File: src/rtl/axi_bram_bank_rw.sv
// AXI4-Lite slave giving word access to BRAM_COUNT BRAM banks over one shared port-A bus.
// Optional write path enabled by defining AXI_BRAM_BANK_WRITE_EN.
module axi_bram_bank_rw #(
    parameter int unsigned AXI_DATA_WIDTH  = 32,
    parameter int unsigned AXI_ADDR_WIDTH  = 16,
    parameter int unsigned BRAM_DATA_WIDTH = 32,
    parameter int unsigned BRAM_ADDR_WIDTH = 10,
    parameter int unsigned BRAM_COUNT      = 2,
    parameter int unsigned READ_LATENCY    = 1
) (
    input  logic                                      aclk,
    input  logic                                      aresetn,
    input  logic [AXI_ADDR_WIDTH-1:0]                 s_axi_awaddr,
    input  logic                                      s_axi_awvalid,
    output logic                                      s_axi_awready,
    input  logic [AXI_DATA_WIDTH-1:0]                 s_axi_wdata,
    input  logic [AXI_DATA_WIDTH/8-1:0]               s_axi_wstrb,
    input  logic                                      s_axi_wvalid,
    output logic                                      s_axi_wready,
    output logic [1:0]                                s_axi_bresp,
    output logic                                      s_axi_bvalid,
    input  logic                                      s_axi_bready,
    input  logic [AXI_ADDR_WIDTH-1:0]                 s_axi_araddr,
    input  logic                                      s_axi_arvalid,
    output logic                                      s_axi_arready,
    output logic [AXI_DATA_WIDTH-1:0]                 s_axi_rdata,
    output logic [1:0]                                s_axi_rresp,
    output logic                                      s_axi_rvalid,
    input  logic                                      s_axi_rready,
    output logic                                      bram_porta_clk,
    output logic                                      bram_porta_rst,
    output logic [BRAM_COUNT-1:0]                     bram_porta_en,
    output logic [BRAM_COUNT*BRAM_DATA_WIDTH/8-1:0]   bram_porta_we,
    output logic [BRAM_ADDR_WIDTH-1:0]                bram_porta_addr,
    output logic [BRAM_DATA_WIDTH-1:0]                bram_porta_wrdata,
    input  logic [BRAM_COUNT*BRAM_DATA_WIDTH-1:0]     bram_porta_rddata
);

    localparam int unsigned STRB_WIDTH = BRAM_DATA_WIDTH / 8;
    localparam int unsigned ADDR_LSB   = $clog2(AXI_DATA_WIDTH / 8);
    localparam int unsigned SEL_WIDTH  = (BRAM_COUNT > 1) ? $clog2(BRAM_COUNT) : 1;
    localparam int unsigned SEL_LSB    = ADDR_LSB + BRAM_ADDR_WIDTH;
    localparam logic [SEL_WIDTH:0] BANK_LIMIT = BRAM_COUNT[SEL_WIDTH:0];
    localparam logic [2:0]         LAT        = READ_LATENCY[2:0];

`ifdef AXI_BRAM_BANK_WRITE_EN
    typedef enum logic [2:0] {StIdle, StRdWait, StRdResp, StWrExec, StWrResp} state_e;
`else
    typedef enum logic [2:0] {StIdle, StRdWait, StRdResp} state_e;
`endif

    state_e                       state_q, state_d;
    logic [2:0]                   cnt_q, cnt_d;
    logic [BRAM_ADDR_WIDTH-1:0]   addr_q, addr_d;
    logic [SEL_WIDTH-1:0]         bank_q, bank_d;
    logic                         decerr_q, decerr_d;
    logic [BRAM_COUNT-1:0]        en_q, en_d;
    logic [AXI_DATA_WIDTH-1:0]    rdata_q, rdata_d;
    logic [1:0]                   rresp_q, rresp_d;
    logic [BRAM_DATA_WIDTH-1:0]   rd_sel;

    logic [BRAM_ADDR_WIDTH-1:0]   ar_word;
    logic [SEL_WIDTH-1:0]         ar_bank;
    logic                         ar_decerr;

    assign ar_word   = s_axi_araddr[ADDR_LSB +: BRAM_ADDR_WIDTH];
    assign ar_bank   = s_axi_araddr[SEL_LSB +: SEL_WIDTH];
    assign ar_decerr = {1'b0, ar_bank} >= BANK_LIMIT;

    function automatic logic [BRAM_COUNT-1:0] bank_onehot(input logic [SEL_WIDTH-1:0] bank);
        logic [BRAM_COUNT-1:0] oh;
        oh = '0;
        for (int k = 0; k < BRAM_COUNT; k++) begin
            if (bank == SEL_WIDTH'(k)) oh[k] = 1'b1;
        end
        return oh;
    endfunction

    // Bank mux; out-of-range banks never reach capture, decode error forces zero instead.
    always_comb begin
        rd_sel = '0;
        for (int k = 0; k < BRAM_COUNT; k++) begin
            if (bank_q == SEL_WIDTH'(k)) begin
                rd_sel = bram_porta_rddata[k*BRAM_DATA_WIDTH +: BRAM_DATA_WIDTH];
            end
        end
    end

`ifdef AXI_BRAM_BANK_WRITE_EN
    logic [BRAM_ADDR_WIDTH-1:0]           aw_word;
    logic [SEL_WIDTH-1:0]                 aw_bank;
    logic                                 aw_decerr;
    logic                                 aw_hs;
    logic [BRAM_DATA_WIDTH-1:0]           wrdata_q, wrdata_d;
    logic [BRAM_COUNT*STRB_WIDTH-1:0]     we_q, we_d;
    logic [1:0]                           bresp_q, bresp_d;

    assign aw_word   = s_axi_awaddr[ADDR_LSB +: BRAM_ADDR_WIDTH];
    assign aw_bank   = s_axi_awaddr[SEL_LSB +: SEL_WIDTH];
    assign aw_decerr = {1'b0, aw_bank} >= BANK_LIMIT;
    // AW and W are taken together, and only when no read competes for the slot.
    assign aw_hs = aresetn && (state_q == StIdle) && s_axi_awvalid && s_axi_wvalid &&
                   !s_axi_arvalid;

    function automatic logic [BRAM_COUNT*STRB_WIDTH-1:0] bank_strobes(
        input logic [SEL_WIDTH-1:0]  bank,
        input logic [STRB_WIDTH-1:0] strb
    );
        logic [BRAM_COUNT*STRB_WIDTH-1:0] s;
        s = '0;
        for (int k = 0; k < BRAM_COUNT; k++) begin
            if (bank == SEL_WIDTH'(k)) s[k*STRB_WIDTH +: STRB_WIDTH] = strb;
        end
        return s;
    endfunction
`endif

    always_comb begin
        state_d  = state_q;
        cnt_d    = cnt_q;
        addr_d   = addr_q;
        bank_d   = bank_q;
        decerr_d = decerr_q;
        rdata_d  = rdata_q;
        rresp_d  = rresp_q;
        en_d     = '0;
`ifdef AXI_BRAM_BANK_WRITE_EN
        wrdata_d = wrdata_q;
        we_d     = '0;
        bresp_d  = bresp_q;
`endif
        unique case (state_q)
            StIdle: begin
                if (s_axi_arvalid) begin
                    addr_d   = ar_word;
                    bank_d   = ar_bank;
                    decerr_d = ar_decerr;
                    cnt_d    = '0;
                    en_d     = ar_decerr ? '0 : bank_onehot(ar_bank);
                    state_d  = StRdWait;
                end
`ifdef AXI_BRAM_BANK_WRITE_EN
                else if (aw_hs) begin
                    addr_d   = aw_word;
                    bank_d   = aw_bank;
                    decerr_d = aw_decerr;
                    wrdata_d = s_axi_wdata;
                    if (!aw_decerr) begin
                        en_d = bank_onehot(aw_bank);
                        we_d = bank_strobes(aw_bank, s_axi_wstrb);
                    end
                    state_d = StWrExec;
                end
`endif
            end
            StRdWait: begin
                cnt_d = cnt_q + 3'd1;
                if (cnt_q == LAT) begin
                    rdata_d = decerr_q ? '0 : rd_sel;
                    rresp_d = decerr_q ? 2'b11 : 2'b00;
                    state_d = StRdResp;
                end
            end
            StRdResp: begin
                if (s_axi_rready) state_d = StIdle;
            end
`ifdef AXI_BRAM_BANK_WRITE_EN
            StWrExec: begin
                bresp_d = decerr_q ? 2'b11 : 2'b00;
                state_d = StWrResp;
            end
            StWrResp: begin
                if (s_axi_bready) state_d = StIdle;
            end
`endif
            default: state_d = StIdle;
        endcase
    end

    always_ff @(posedge aclk) begin
        if (!aresetn) begin
            state_q  <= StIdle;
            cnt_q    <= '0;
            addr_q   <= '0;
            bank_q   <= '0;
            decerr_q <= 1'b0;
            en_q     <= '0;
            rdata_q  <= '0;
            rresp_q  <= 2'b00;
        end else begin
            state_q  <= state_d;
            cnt_q    <= cnt_d;
            addr_q   <= addr_d;
            bank_q   <= bank_d;
            decerr_q <= decerr_d;
            en_q     <= en_d;
            rdata_q  <= rdata_d;
            rresp_q  <= rresp_d;
        end
    end

    assign bram_porta_clk  = aclk;
    assign bram_porta_rst  = ~aresetn;
    assign bram_porta_en   = en_q;
    assign bram_porta_addr = addr_q;
    assign s_axi_arready   = aresetn && (state_q == StIdle);
    assign s_axi_rvalid    = (state_q == StRdResp);
    assign s_axi_rdata     = rdata_q;
    assign s_axi_rresp     = rresp_q;

    logic unused_bits;

`ifdef AXI_BRAM_BANK_WRITE_EN
    always_ff @(posedge aclk) begin
        if (!aresetn) begin
            wrdata_q <= '0;
            we_q     <= '0;
            bresp_q  <= 2'b00;
        end else begin
            wrdata_q <= wrdata_d;
            we_q     <= we_d;
            bresp_q  <= bresp_d;
        end
    end

    assign s_axi_awready     = aw_hs;
    assign s_axi_wready      = aw_hs;
    assign s_axi_bvalid      = (state_q == StWrResp);
    assign s_axi_bresp       = bresp_q;
    assign bram_porta_we     = we_q;
    assign bram_porta_wrdata = wrdata_q;
    assign unused_bits       = ^{s_axi_araddr, s_axi_awaddr};
`else
    assign s_axi_awready     = 1'b0;
    assign s_axi_wready      = 1'b0;
    assign s_axi_bvalid      = 1'b0;
    assign s_axi_bresp       = 2'b00;
    assign bram_porta_we     = '0;
    assign bram_porta_wrdata = '0;
    assign unused_bits       = ^{s_axi_araddr, s_axi_awaddr, s_axi_awvalid, s_axi_wdata,
                                 s_axi_wstrb, s_axi_wvalid, s_axi_bready};
`endif

endmodule
File: config.mk
export PLATFORM = sky130hd
export DESIGN_NAME = axi_bram_bank_rw
export DESIGN_NICKNAME = d
export VERILOG_FILES = /design/src/rtl/axi_bram_bank_rw.sv
export SDC_FILE = /design/constraint.sdc
export NUM_CORES = 1
export LEC_CHECK = 0
export BUFFER_PORTS_ARGS = -buffer_cell sky130_fd_sc_hd__buf_4
export CORE_MARGIN = 2
export CORE_UTILIZATION = 30
export DETAILED_ROUTE_END_ITERATION = 10
export GPL_TIMING_DRIVEN = 0
export PLACE_DENSITY = 0.68
export SETUP_SLACK_MARGIN = 0.4
export SLEW_MARGIN = 20
export SYNTH_ARGS = -nofsm -noshare
export SYNTH_HDL_FRONTEND = slang
export SYNTH_SLANG_ARGS = --single-unit
export TNS_END_PERCENT = 100
File: constraint.sdc
create_clock -name aclk -period 4.1 [get_ports aclk]
set_input_delay 0.205 -clock aclk [delete_from_list [all_inputs] [get_ports aclk]]
set_output_delay 0.205 -clock aclk [all_outputs]
set_load 0.02 [all_outputs]
# After elaboration in Yosys (flattened, before gate mapping)
# Index checks and enable logic that the tools add are counted.
[word_totals]
regBits = 51
output_inout_bits = 95
[op_classes]
add_sub_neg = 1
n_eq_ne = 6
n_mux = 9
bitwise = 1
n_reduce_logical = 8
[op_table]
columns = ["cell", "n"]
rows = [
  ["$mux 32", 1],
  ["$mux 3", 4],
  ["$pmux 3 s3", 1],
  ["$eq 3x1->1 const B", 2],
  ["$pmux 3 s2", 1],
  ["$reduce_and 2->1", 3],
  ["$reduce_and 3->1", 2],
  ["$ne 2x2->1 const B", 2],
  ["$add 3x1->3 const B", 1],
  ["$eq 3x2->1 const B", 1],
  ["$logic_not 3->1", 1],
  ["$mux 1", 2],
  ["$ne 2x1->1 const B", 1],
  ["$reduce_bool 2->1", 1],
  ["$logic_and 1x1->1", 1],
  ["$not 1->1", 1],
]

# Longest topological paths before layout
[depth]
depth_word = 3
depth_mapped = 7

==> out/metrics.csv <==
stage;metric;value;unit
status;status;finished clean;
grt;overflow;0;
clocking;clk_pin_slew;100;ps
grt;grt_max_degree;17;
floorplan;dieArea;8990;um2
worst_hold_path;hold_depth;3;
synthesis;synth_compound_area_share;11.2;%
worst_setup_path;critical_path_class;clk2out;
synthesis;synthCells;263;
grt;grt_first_pass_wirelength;9600;um
timing;finalSetupTns;0;ps
grt;antenna_found_initial;0;
timing;hold_violations;0;
synthesis;synthTopCellsByArea;dfxtp_1 40%, mux2i_1 17%, buf_4 15%;
drt;wl_per_cell;11.7;um
worst_setup_path;crit_path_end_kind;output pin;
worst_hold_path;hp-class;in2reg;
synthesis;synth_top_family_by_area;buffers and inverters;
synthesis;syn_avg_cell_area;9.41;um2
finish;final_cells;552;
grt;grt_usage;13.8;%
drt;dr.first_iter.drc_count;38;
timing;setup_violations;0;
timing;drv_slew;0;
worst_setup_path;rr_worst_depth;6;
placed_design;placed_cells;540;
placed_design;io_buffers;126;
worst_setup_path;required;3890;ps
synthesis;synth-seq-cells;50;
floorplan;initial_utilization;30.6;%
finish;fin_nets;587;
synthesis;netlist.area_leader.share;40.5;%
power_and_ir_drop;p_leak;1.88;nW
floorplan;fp.coreArea;8090;um2
drt;dr.pass1.iters;4;
worst_setup_path;critPathLaunchType;clock port;
clocking;post-cts-setup-buffer-count;0;
synthesis;ys_warn_count;0;
synthesis;synth_edf_count;0;
worst_setup_path;crit_start;aclk;
drt;drc;0;
synthesis;async_reset_ff_share;0;%
worst_hold_path;hp-start;s_axi_araddr[5];
synthesis;yosysTopAreaCell;dfxtp_1;
finish;layout-drive-gt1-share;44.3;%
synthesis;synthMuxAreaShare;17.4;%
floorplan;ios;234;
floorplan;die_w;94.8;um
worst_setup_path;r2r_start;cnt_q[1];
worst_setup_path;critPathArrivalTime;2540;ps
drt;ant_nets;0;
synthesis;ys.flop_type;dfxtp_1;
finish;fin_area;3890;um2
finish;nFillCells;820;
synthesis;synth-adder-area-share;1.01;%
synthesis;yosys.area_share.simple;10.3;%
power_and_ir_drop;power.density;333;nW/um2
synthesis;synth_most_common_cell;dfxtp_1;
timing;fin_skew;11.4;ps
finish;num_antenna_cells;0;
placed_design;placed_cell_area;3720;um2
synthesis;ys_seq_area_share;40.5;%
clocking;tritoncts;built;
drt;vias_per_cell;4.14;
synthesis;ys_types;22;
run;maxCapViolations;0;
finish;area_delta_synth_final;57.2;%
power_and_ir_drop;ir_drop;0.352;mV
floorplan;die_y;94.8;um
drt;via_count;2288;
synthesis;netlist_area;2470;um2
placed_design;gp_congestion;0.648;
synthesis;synth_xor_area_share;0;%
grt;grt_pass1_vias;2106;
drt;wl;6450;um
clocking;clk_latency;410;ps
timing;rsz0062_at_grt;false;
synthesis;netlist_top_cells_count;50 x dfxtp_1, 49 x buf_4, 48 x nor2_1, 43 x mux2i_1, 32 x a211oi_1;
worst_setup_path;path_max_fanout;2;
placed_design;dp_hpwl;5130;um
floorplan;placementRows;33;
[cells in the final DEF, fill, tap and decap left out]
cell,instances
a211oi_1,32
a21oi_1,3
a311oi_1,1
a31oi_1,1
and3_1,1
and4bb_1,1
buf_2,9
buf_4,175
buf_6,3
bufinv_16,1
clkbuf_1,5
clkbuf_8,8
clkinv_2,1
conb_1,47
dfxtp_1,50
dlygate4sd3_1,1
ha_1,2
inv_1,4
inv_6,1
mux2i_1,43
nand2_1,2
nand3_1,1
nand3b_1,1
nor2_1,48
nor2b_1,1
nor3b_1,4
o21bai_1,1
[sequential cells by signal, summed over array words and instances, names as in the netlist]
name,cells
cnt_q,3
bram_porta_addr,10
state_q,2
bank_q,1
bram_porta_en,2
s_axi_rdata,32
[per-layer routing]
layer	global-route usage, %	routed length [um]	share of wire, %
met4	5.31	70	1.1
met5	0	0	0
met3	4.95	710	11
met1	16.1	2640	41
met2	23.2	3020	47
[area by class of cell]
type / count / area, um2 / area share, %
multi-input combinational: 189 / 1160 / 30.0
buffer: 66 / 465 / 12.0
inverter: 4 / 15.0 / 0.386
timing repair buffer: 126 / 948 / 24.4
sequential: 50 / 1000 / 25.7
clock inverter: 3 / 43.8 / 1.13
clock buffer: 9 / 118 / 3.03
tap: 105 / 131 / 3.38
[critical path, stage by stage]
cell and delay, ps:
clkbuf_8 110, clkbuf_8 120, buf_4 120, buf_4 140
[through the flow]
| stage | util, % | hold slack [ps] | worst slack (ps) | power, mW |
|---|---|---|---|---|
| 6_report | 48.0 | 31.2 | 1360 | 1.29 |
| 2_1_floorplan | - | 277 | 1710 | 0.751 |
| 5_1_grt | 48.0 | 24.5 | 1340 | 1.37 |
| 3_3_place_gp | 46.0 | 385 | 1600 | 0.875 |
| 4_1_cts | 48.0 | 17.3 | 1350 | 1.32 |
| 3_5_place_dp | 46.0 | 395 | 1600 | 0.880 |
[path summary, 6_finish.rpt]
check,to,slack (ps)
max,bram_porta_clk,1360
min,bram_porta_addr[3],30
max reg2reg,s_axi_rdata[11],2610
min reg2reg,s_axi_rdata[26],500
[logic make-up (layout without fill, tap and decap cells)]
group / Yosys count / after routing
simple gates: 59 / 59
compound gates: 38 / 38
flops: 50 / 50
fa+ha+maj: 2 / 2
buf+inv: 70 / 208
other cells: 1 / 47
mux: 43 / 43
[power breakdown]
group          switching [mW]  leakage [nW]  internal, mW
logic                   0.152          1.38         0.152
clock network           0.198        0.0897         0.269
registers              0.0126         0.407         0.510
[what timing repair did]
action,in CTS,in global routing
hold buffers,1,0
resized for setup,0,0
hold endpoints to repair,1,0
No activity file was read; power rests on OpenSTA's default activity.
